===== config.mk =====
export PLATFORM = sky130hd
export DESIGN_NAME = urp_pcie_egress_fifo
export DESIGN_NICKNAME = d
export VERILOG_FILES = /design/src/rtl/urp_pcie_pkg.sv /design/src/rtl/urp_pcie_fifo_mem.sv /design/src/rtl/urp_pcie_egress_fifo.sv
export SDC_FILE = /design/constraint.sdc
export NUM_CORES = 1
export LEC_CHECK = 0
export ABC_AREA = 0
export ABC_CLOCK_PERIOD_IN_PS = 24600
export CORE_UTILIZATION = 45
export CTS_CLUSTER_DIAMETER = 200
export DETAILED_ROUTE_END_ITERATION = 10
export GPL_ROUTABILITY_DRIVEN = 0
export HOLD_SLACK_MARGIN = 0.15
export PLACE_DENSITY = 0.64
export SLEW_MARGIN = 25
export SYNTH_ARGS = -nofsm -noshare
export SYNTH_HDL_FRONTEND = slang
export SYNTH_SLANG_ARGS = --single-unit

===== constraint.sdc =====
create_clock -name clk -period 24.6 [get_ports clk]
set_input_delay 4.92 -clock clk [delete_from_list [all_inputs] [get_ports clk]]
set_output_delay 4.92 -clock clk [all_outputs]
set_load 0.01 [all_outputs]

===== src/rtl/urp_pcie_pkg.sv =====
// urp_pcie_pkg: shared widths and types for the URP PCIe egress path
package urp_pcie_pkg;
  localparam int URP_PCIE_DATA_SIZE = 224;
  typedef logic [URP_PCIE_DATA_SIZE-1:0] urp_pcie_data_t;
endpackage


===== src/rtl/urp_pcie_fifo_mem.sv =====
// urp_pcie_fifo_mem: unreset register array, one write port, asynchronous read port
module urp_pcie_fifo_mem
  import urp_pcie_pkg::*;
#(
  parameter int DATA_SIZE = URP_PCIE_DATA_SIZE,
  parameter int DEPTH = 8
) (
  input  logic                     clk,
  input  logic                     we,
  input  logic [$clog2(DEPTH)-1:0] waddr,
  input  logic [DATA_SIZE-1:0]     wdata,
  input  logic [$clog2(DEPTH)-1:0] raddr,
  output logic [DATA_SIZE-1:0]     rdata
);
  logic [DATA_SIZE-1:0] mem [DEPTH];
  // write the accepted word into its slot
  always_ff @(posedge clk)
    if (we) mem[waddr] <= wdata;
  assign rdata = mem[raddr];
endmodule


===== src/rtl/urp_pcie_egress_fifo.sv =====
// urp_pcie_egress_fifo: FWFT elastic buffer behind the PCIe arbiter; level stats under URP_PCIE_FIFO_STATS_EN
module urp_pcie_egress_fifo
  import urp_pcie_pkg::*;
#(
  parameter int DATA_SIZE = URP_PCIE_DATA_SIZE,
  parameter int DEPTH = 8
) (
  input  logic                   clk,
  input  logic                   rst,
  input  logic                   src_valid_i,
  output logic                   src_ready_o,
  input  logic [DATA_SIZE-1:0]   src_data_i,
  output logic                   dst_valid_o,
  input  logic                   dst_ready_i,
  output logic [DATA_SIZE-1:0]   dst_data_o
`ifdef URP_PCIE_FIFO_STATS_EN
  ,
  output logic [$clog2(DEPTH):0] level_o,
  output logic [$clog2(DEPTH):0] max_level_o
`endif
);
  localparam int AW = $clog2(DEPTH);
  localparam logic [AW:0] FULL = (AW+1)'(DEPTH);
  logic [AW-1:0] wr_ptr, rd_ptr;
  logic [AW:0] count, count_next;
  logic push, pop;
  logic [DATA_SIZE-1:0] rdata;
  assign src_ready_o = !rst && count != FULL;
  assign dst_valid_o = count != '0;
  assign push = src_valid_i && src_ready_o;
  assign pop = dst_valid_o && dst_ready_i;
  assign dst_data_o = dst_valid_o ? rdata : '0;
  // occupancy after this edge
  always_comb count_next = count + (AW+1)'(push) - (AW+1)'(pop);
  // pointers advance independently; occupancy tracks push/pop balance
  always_ff @(posedge clk or posedge rst)
    if (rst) begin
      wr_ptr <= '0;
      rd_ptr <= '0;
      count <= '0;
    end else begin
      wr_ptr <= wr_ptr + AW'(push);
      rd_ptr <= rd_ptr + AW'(pop);
      count <= count_next;
    end
  urp_pcie_fifo_mem #(.DATA_SIZE(DATA_SIZE), .DEPTH(DEPTH)) u_mem (
    .clk(clk),
    .we(push),
    .waddr(wr_ptr),
    .wdata(src_data_i),
    .raddr(rd_ptr),
    .rdata(rdata)
  );
`ifdef URP_PCIE_FIFO_STATS_EN
  assign level_o = count;
  // high-water mark of occupancy since reset
  always_ff @(posedge clk or posedge rst)
    if (rst) max_level_o <= '0;
    else if (count_next > max_level_o) max_level_o <= count_next;
`endif
endmodule

# Word level (Yosys, flattened, before mapping)
# Memory sizes are Yosys's and may differ from the RTL's.
# Index checks and enable logic that the tools add are counted.
# totals
regBits	10
mem_bits_rw	1792
output_inout_bits	226
elab_cells	17
memories	1
# mem_list
name	words	word_bits	read_ports	rd_ports_with_merged_regs	wr	line_no	text
u_mem.mem	8	224	1	0	1	urp_pcie_fifo_mem.sv:15	logic [DATA_SIZE-1:0] mem [DEPTH];
# classes
addsub	4
n_eq_ne	1
mux	3
reduce_logical	5
# ops
operator	n
224-bit two-way mux	1
3-bit by 1-bit adder with 3-bit output	2
4-bit by 1-bit adder with 4-bit output	1
4-bit inequality test (second input constant)	1
4-bit nonzero test	1
4-bit by 1-bit subtractor with 4-bit output	1
1-bit logical AND	3
1-bit two-way mux	2
1-bit logical NOT	1

# Longest topological paths before layout
# depth
ltp_word	5
mapped_depth	10
mapped_depth_nobuf	10

# Hierarchy
# From an unflattened synthesis, not the netlist that was laid out.
# unflattened
hier_cells	2892
area_unflattened_um2	69429.1
# modules_own_cells
module	n_inst	cells_each	area_per_inst_um2	seq_area_each_um2
urp_pcie_fifo_mem	1	2602	67319.6	53811.6
urp_pcie_egress_fifo	1	290	2109.5	250.2

# Worst setup path after synthesis
# OpenSTA, ideal clock, no wires.
# synth_timing
path_type	input port to flip-flop
start	in src_valid_i
end	mem u_mem.mem[1][0] in the netlist's numbering, enable pin
setup_time_ns	1.083
t_arrival_ns	20.341
required_ns	23.517
setup_slack_ns	3.177
cell_stages	3
cell_sequence	nor2b_1 -> nand3_1 -> nor3_1
# synth_between
elab_chain_cells	3
# synth_rtl
item	line_no	text
from (decl)	urp_pcie_egress_fifo.sv:10	input logic src_valid_i,
1-bit logical AND	urp_pcie_egress_fifo.sv:30	assign push = src_valid_i && src_ready_o;
1-bit two-way mux	urp_pcie_fifo_mem.sv:18	if (we) mem[waddr] <= wdata;
1-bit two-way mux (not written as such)	urp_pcie_fifo_mem.sv:18	
to (decl)	urp_pcie_fifo_mem.sv:15	
# No other way between the ends.

# Final worst setup path
# layout_timing
start	reg rd_ptr[0]
end	out dst_data_o[189]
# layout_between
elab_chain_cells	2
# layout_rtl
item	line_no	text
from (decl)	urp_pcie_egress_fifo.sv:24	logic [AW-1:0] wr_ptr, rd_ptr;
from (signal assigned)	urp_pcie_egress_fifo.sv:43	rd_ptr <= rd_ptr + AW'(pop);
memory 8 x 224 bit	-	
224-bit two-way mux	urp_pcie_egress_fifo.sv:32	assign dst_data_o = dst_valid_o ? rdata : '0;
to (decl)	urp_pcie_egress_fifo.sv:15	output logic [DATA_SIZE-1:0] dst_data_o
# No other way between the ends.

==> Flow_metrics.wiki <==
{| class="wikitable"
! Metric !! Value
|-
| Outcome || complete, no violations
|-
| Final min period || 11.11 ns
|-
| Total CTS buffers || 179
|-
| Cell Rows || 141
|-
| Source-to-sink clock delay at the later pin of the worst-skew pair || 0.81 ns
|-
| Total of max-cap violations || 0
|-
| Flops & latches, synth || 1802
|-
| Initial DRC count || 2172
|-
| Total number of clock tree sinks || 1802
|-
| Post CTS Setup Buffer Count || 0
|-
| DRC || 0
|-
| Power share of the combinational group || 32.2%
|-
| Register-to-Register Path Depth || 7
|-
| I/O pin count || 454
|-
| Final TNS setup || 0 ns
|-
| Fraction of power consumed by sequential logic || 39.5%
|-
| Static Leakage || 25.2 nW
|-
| Worst hold path endpoint || wr_ptr[0]$_DFF_PP0_
|-
| Port Buf Inserts || 453
|-
| Leading cell type in the layout, fill and taps excluded || sky130_fd_sc_hd__edfxtp_1
|-
| Post-DP HPWL || 81.0 mm
|-
| Post-synth top area share || 79.8%
|-
| Growth of design area from synthesis to finish || 18.5%
|-
| Post-synthesis area per instance || 25.2 sq um
|-
| Yosys synthesis warning count || 0
|-
| Sequential element share of the synthesized area || 80.2%
|-
| Reg-to-reg endpoint || u_mem.mem[7][184]$_DFFE_PP_
|-
| Total internal power || 6.69 mW
|-
| Die Y || 389 microns
|-
| Number of instances in the synthesized netlist || 2671
|-
| Category of the most critical setup path || reg2out
|-
| Initial antenna violation count || 37
|-
| Core region area || 148000 sq um
|-
| Overall Global Routing Usage || 19.6%
|-
| Number of hold violations in the final report || 0
|-
| Net switching power of the design || 2.72 mW
|-
| Clk Tree Root Cell || sky130_fd_sc_hd__clkbuf_16
|-
| Fraction of final layout cells sized beyond drive strength 1 || 22.9%
|-
| Hold slack final || 0.531 ns
|-
| Kind of end point of the critical path || output pin
|-
| Post-cts hold buffer count || 0
|-
| Length of the first detailed-routing pass in iterations || 5
|-
| Count of fill cells added during filler insertion || 10900
|-
| Fmax || 90.0 MHz
|-
| Maximum level of the CTS H-tree || 4
|-
| Post-route clock skew || 0.0423 ns
|-
| Ys async rst share || 0.555%
|-
| Worst VDD drop || 0.0895 mV
|-
| Count of cells along the worst hold path || 1
|-
| Arrival time worst endpoint || 6.19 ns
|-
| GR Overflow Total || 0
|-
| Biggest fanout along the worst timing path || 47
|-
| Startpoint type of the worst setup path || flop
|-
| Number of buffers on the longest clock path || 3
|-
| Via count of the first global-routing pass || 32500
|-
| Post-synth EDFFs || 1792
|-
| Proportion of total power due to net switching || 28.9%
|-
| Netlist cell types || 29
|-
| Worst hold path type || reg2reg
|-
| Effective utilization at floorplan || 45.5%
|-
| Ys flop type || sky130_fd_sc_hd__edfxtp_1
|-
| Routed vias/inst || 5.75
|-
| Worst slew margin relative to its limit || 23.6%
|-
| Origin of the critical flop-to-flop path || count[3]$_DFF_PP0_
|-
| Via count || 30500
|-
| Unrepaired setup endpoints after global routing || no
|-
| Clk pin slew, worst setup/hold paths || 0.06 ns
|-
| Overall die area || 151000 sq um
|-
| Number of gates resized after cts || 0
|-
| Worst Tran Pin Value || 1.15 ns
|-
| Fin crit share || 45.2%
|-
| Post-Synthesis Net Count || 2910
|-
| Worst path required time || 19.68 ns
|-
| Clock network fraction of design power || 28.3%
|-
| First-pass GRT wire length || 216 mm
|-
| Worst hold start || wr_ptr[0]$_DFF_PP0_
|-
| Top library cells by usage in the layout, fill and taps aside || 1792 x sky130_fd_sc_hd__edfxtp_1, 453 x sky130_fd_sc_hd__clkdlybuf4s50_1, 438 x sky130_fd_sc_hd__mux4_2, 224 x sky130_fd_sc_hd__a22o_1, 180 x sky130_fd_sc_hd__clkbuf_16
|-
| Clock tree from TritonCTS || built
|-
| Drt wl/cell || 27.9 microns
|-
| Final max-slew violation count || 0
|-
| Largest cells by area after synthesis || sky130_fd_sc_hd__edfxtp_1 80%, sky130_fd_sc_hd__mux4_2 15%, sky130_fd_sc_hd__a22o_1 2.9%
|-
| Routed wire length || 148 mm
|-
| Cell taking the most area after synthesis || sky130_fd_sc_hd__edfxtp_1
|-
| Total power density per cell area || 118 nW/um^2
|-
| Nets || 3459
|-
| R2r setup slk || 20.09 ns
|-
| Netlist area before placement || 67400 sq um
|-
| Number of antenna-violating nets in the routed design || 0
|-
| Maximum number of pins on one net before global-route repair || 140
|-
| Die Wd || 389 microns
|-
| Final setup violation count || 0
|}
## kinds of logic after synthesis
| kind of cell | after synthesis | share of synthesized area, % |
|---|---|---|
| AND/OR/NAND/NOR | 19 | 0.139 |
| buffers and inverters | 158 | 1.40 |
| flip-flops | 1802 | 80.2 |
| XOR/XNOR | 4 | 0.0520 |
| multiplexers | 448 | 15.0 |
| AO/OA/AOI/OAI | 229 | 2.96 |
| adder cells (fa/ha/maj) | 11 | 0.215 |
## final cells by class
type	instances	area (sq um)	area share [%]
antenna	13	32.5	0.0407
clock buffer	208	4610	5.77
clock inverter	114	1170	1.46
inverter	9	33.8	0.0423
multi-input combinational	711	12500	15.6
sequential	1802	54100	67.7
tap	1930	2410	3.02
timing repair buffer	517	5080	6.36
## stage by stage
step / std cells / setup WS (ns) / utilization [%] / power, mW / area [sq um]
after CTS: 5289 / 13.16 / 53.8 / 9.53 / 79800
after detailed placement: 4967 / 13.56 / 49.9 / 6.85 / 74000
after floorplan: 2671 / 3.18 / - / 5.67 / 67400
after global placement: 4967 / 13.60 / 49.9 / 6.80 / 74000
final: 5304 / 13.49 / 53.9 / 9.41 / 79900
after global routing: 5293 / 12.87 / 53.9 / 9.78 / 79900
## synth_stat cells, types with 4 or more instances
| library cell | count |
|---|---|
| sky130_fd_sc_hd__buf_2 | 58 |
| sky130_fd_sc_hd__buf_8 | 4 |
| sky130_fd_sc_hd__inv_1 | 9 |
| sky130_fd_sc_hd__a22o_1 | 224 |
| sky130_fd_sc_hd__buf_4 | 8 |
| sky130_fd_sc_hd__buf_6 | 25 |
| sky130_fd_sc_hd__edfxtp_1 | 1792 |
| sky130_fd_sc_hd__buf_1 | 16 |
| sky130_fd_sc_hd__ha_1 | 10 |
| sky130_fd_sc_hd__dfrtp_1 | 10 |
| sky130_fd_sc_hd__nor2_1 | 7 |
| sky130_fd_sc_hd__mux4_1 | 10 |
| sky130_fd_sc_hd__mux4_2 | 438 |
| sky130_fd_sc_hd__clkbuf_1 | 37 |
## critical path, cell delays in order (launching register included)
cell and delay, ns:
sky130_fd_sc_hd__dfrtp_4 0.89, sky130_fd_sc_hd__buf_4 0.65, sky130_fd_sc_hd__buf_4 0.71, sky130_fd_sc_hd__buf_4 0.83, sky130_fd_sc_hd__buf_4 0.77, sky130_fd_sc_hd__mux4_2 0.59
sky130_fd_sc_hd__a22o_1 0.25, sky130_fd_sc_hd__clkdlybuf4s50_1 0.54
## routing by layer
layer / track usage, % / part of all wire, % / vias to the layer above
li1: - / - / 12800
met1: 25.5 / 40 / 16300
met2: 31.9 / 49 / 1021
met3: 6.40 / 9.1 / 256
met4: 5.30 / 2.1 / 56
met5: 0 / 0.26 / -
## power groups by stage
stage | clock network (mW) | registers (mW) | logic (mW)
finish | 2.66 | 3.72 | 3.03
global route | 2.83 | 3.74 | 3.21
CTS | 2.73 | 3.72 | 3.08
detailed placement | 0 | 3.79 | 3.06
global placement | 0 | 3.76 | 3.03
floorplan | 0 | 3.83 | 1.84
## flip-flops by register name, indices dropped and copies added, names as in the netlist
signal and flops:
u_mem.mem 1792, count 4, rd_ptr 3, wr_ptr 3
## how the worst max path moves through the flow
| stage | from | end | slack (ns) | cells past startpoint |
|---|---|---|---|---|
| finish | rd_ptr[0]$_DFF_PP0_ | dst_data_o[189] | 13.49 | 7 |
| global route | rd_ptr[0]$_DFF_PP0_ | dst_data_o[189] | 12.87 | 7 |
| CTS | rd_ptr[0]$_DFF_PP0_ | dst_data_o[189] | 13.16 | 7 |
| detailed placement | rst | src_ready_o | 13.56 | 3 |
| global placement | rst | src_ready_o | 13.60 | 3 |
| floorplan | src_valid_i | u_mem.mem[1][0]$_DFFE_PP_ | 3.18 | 3 |
No activity file was read; power rests on OpenSTA's default activity.
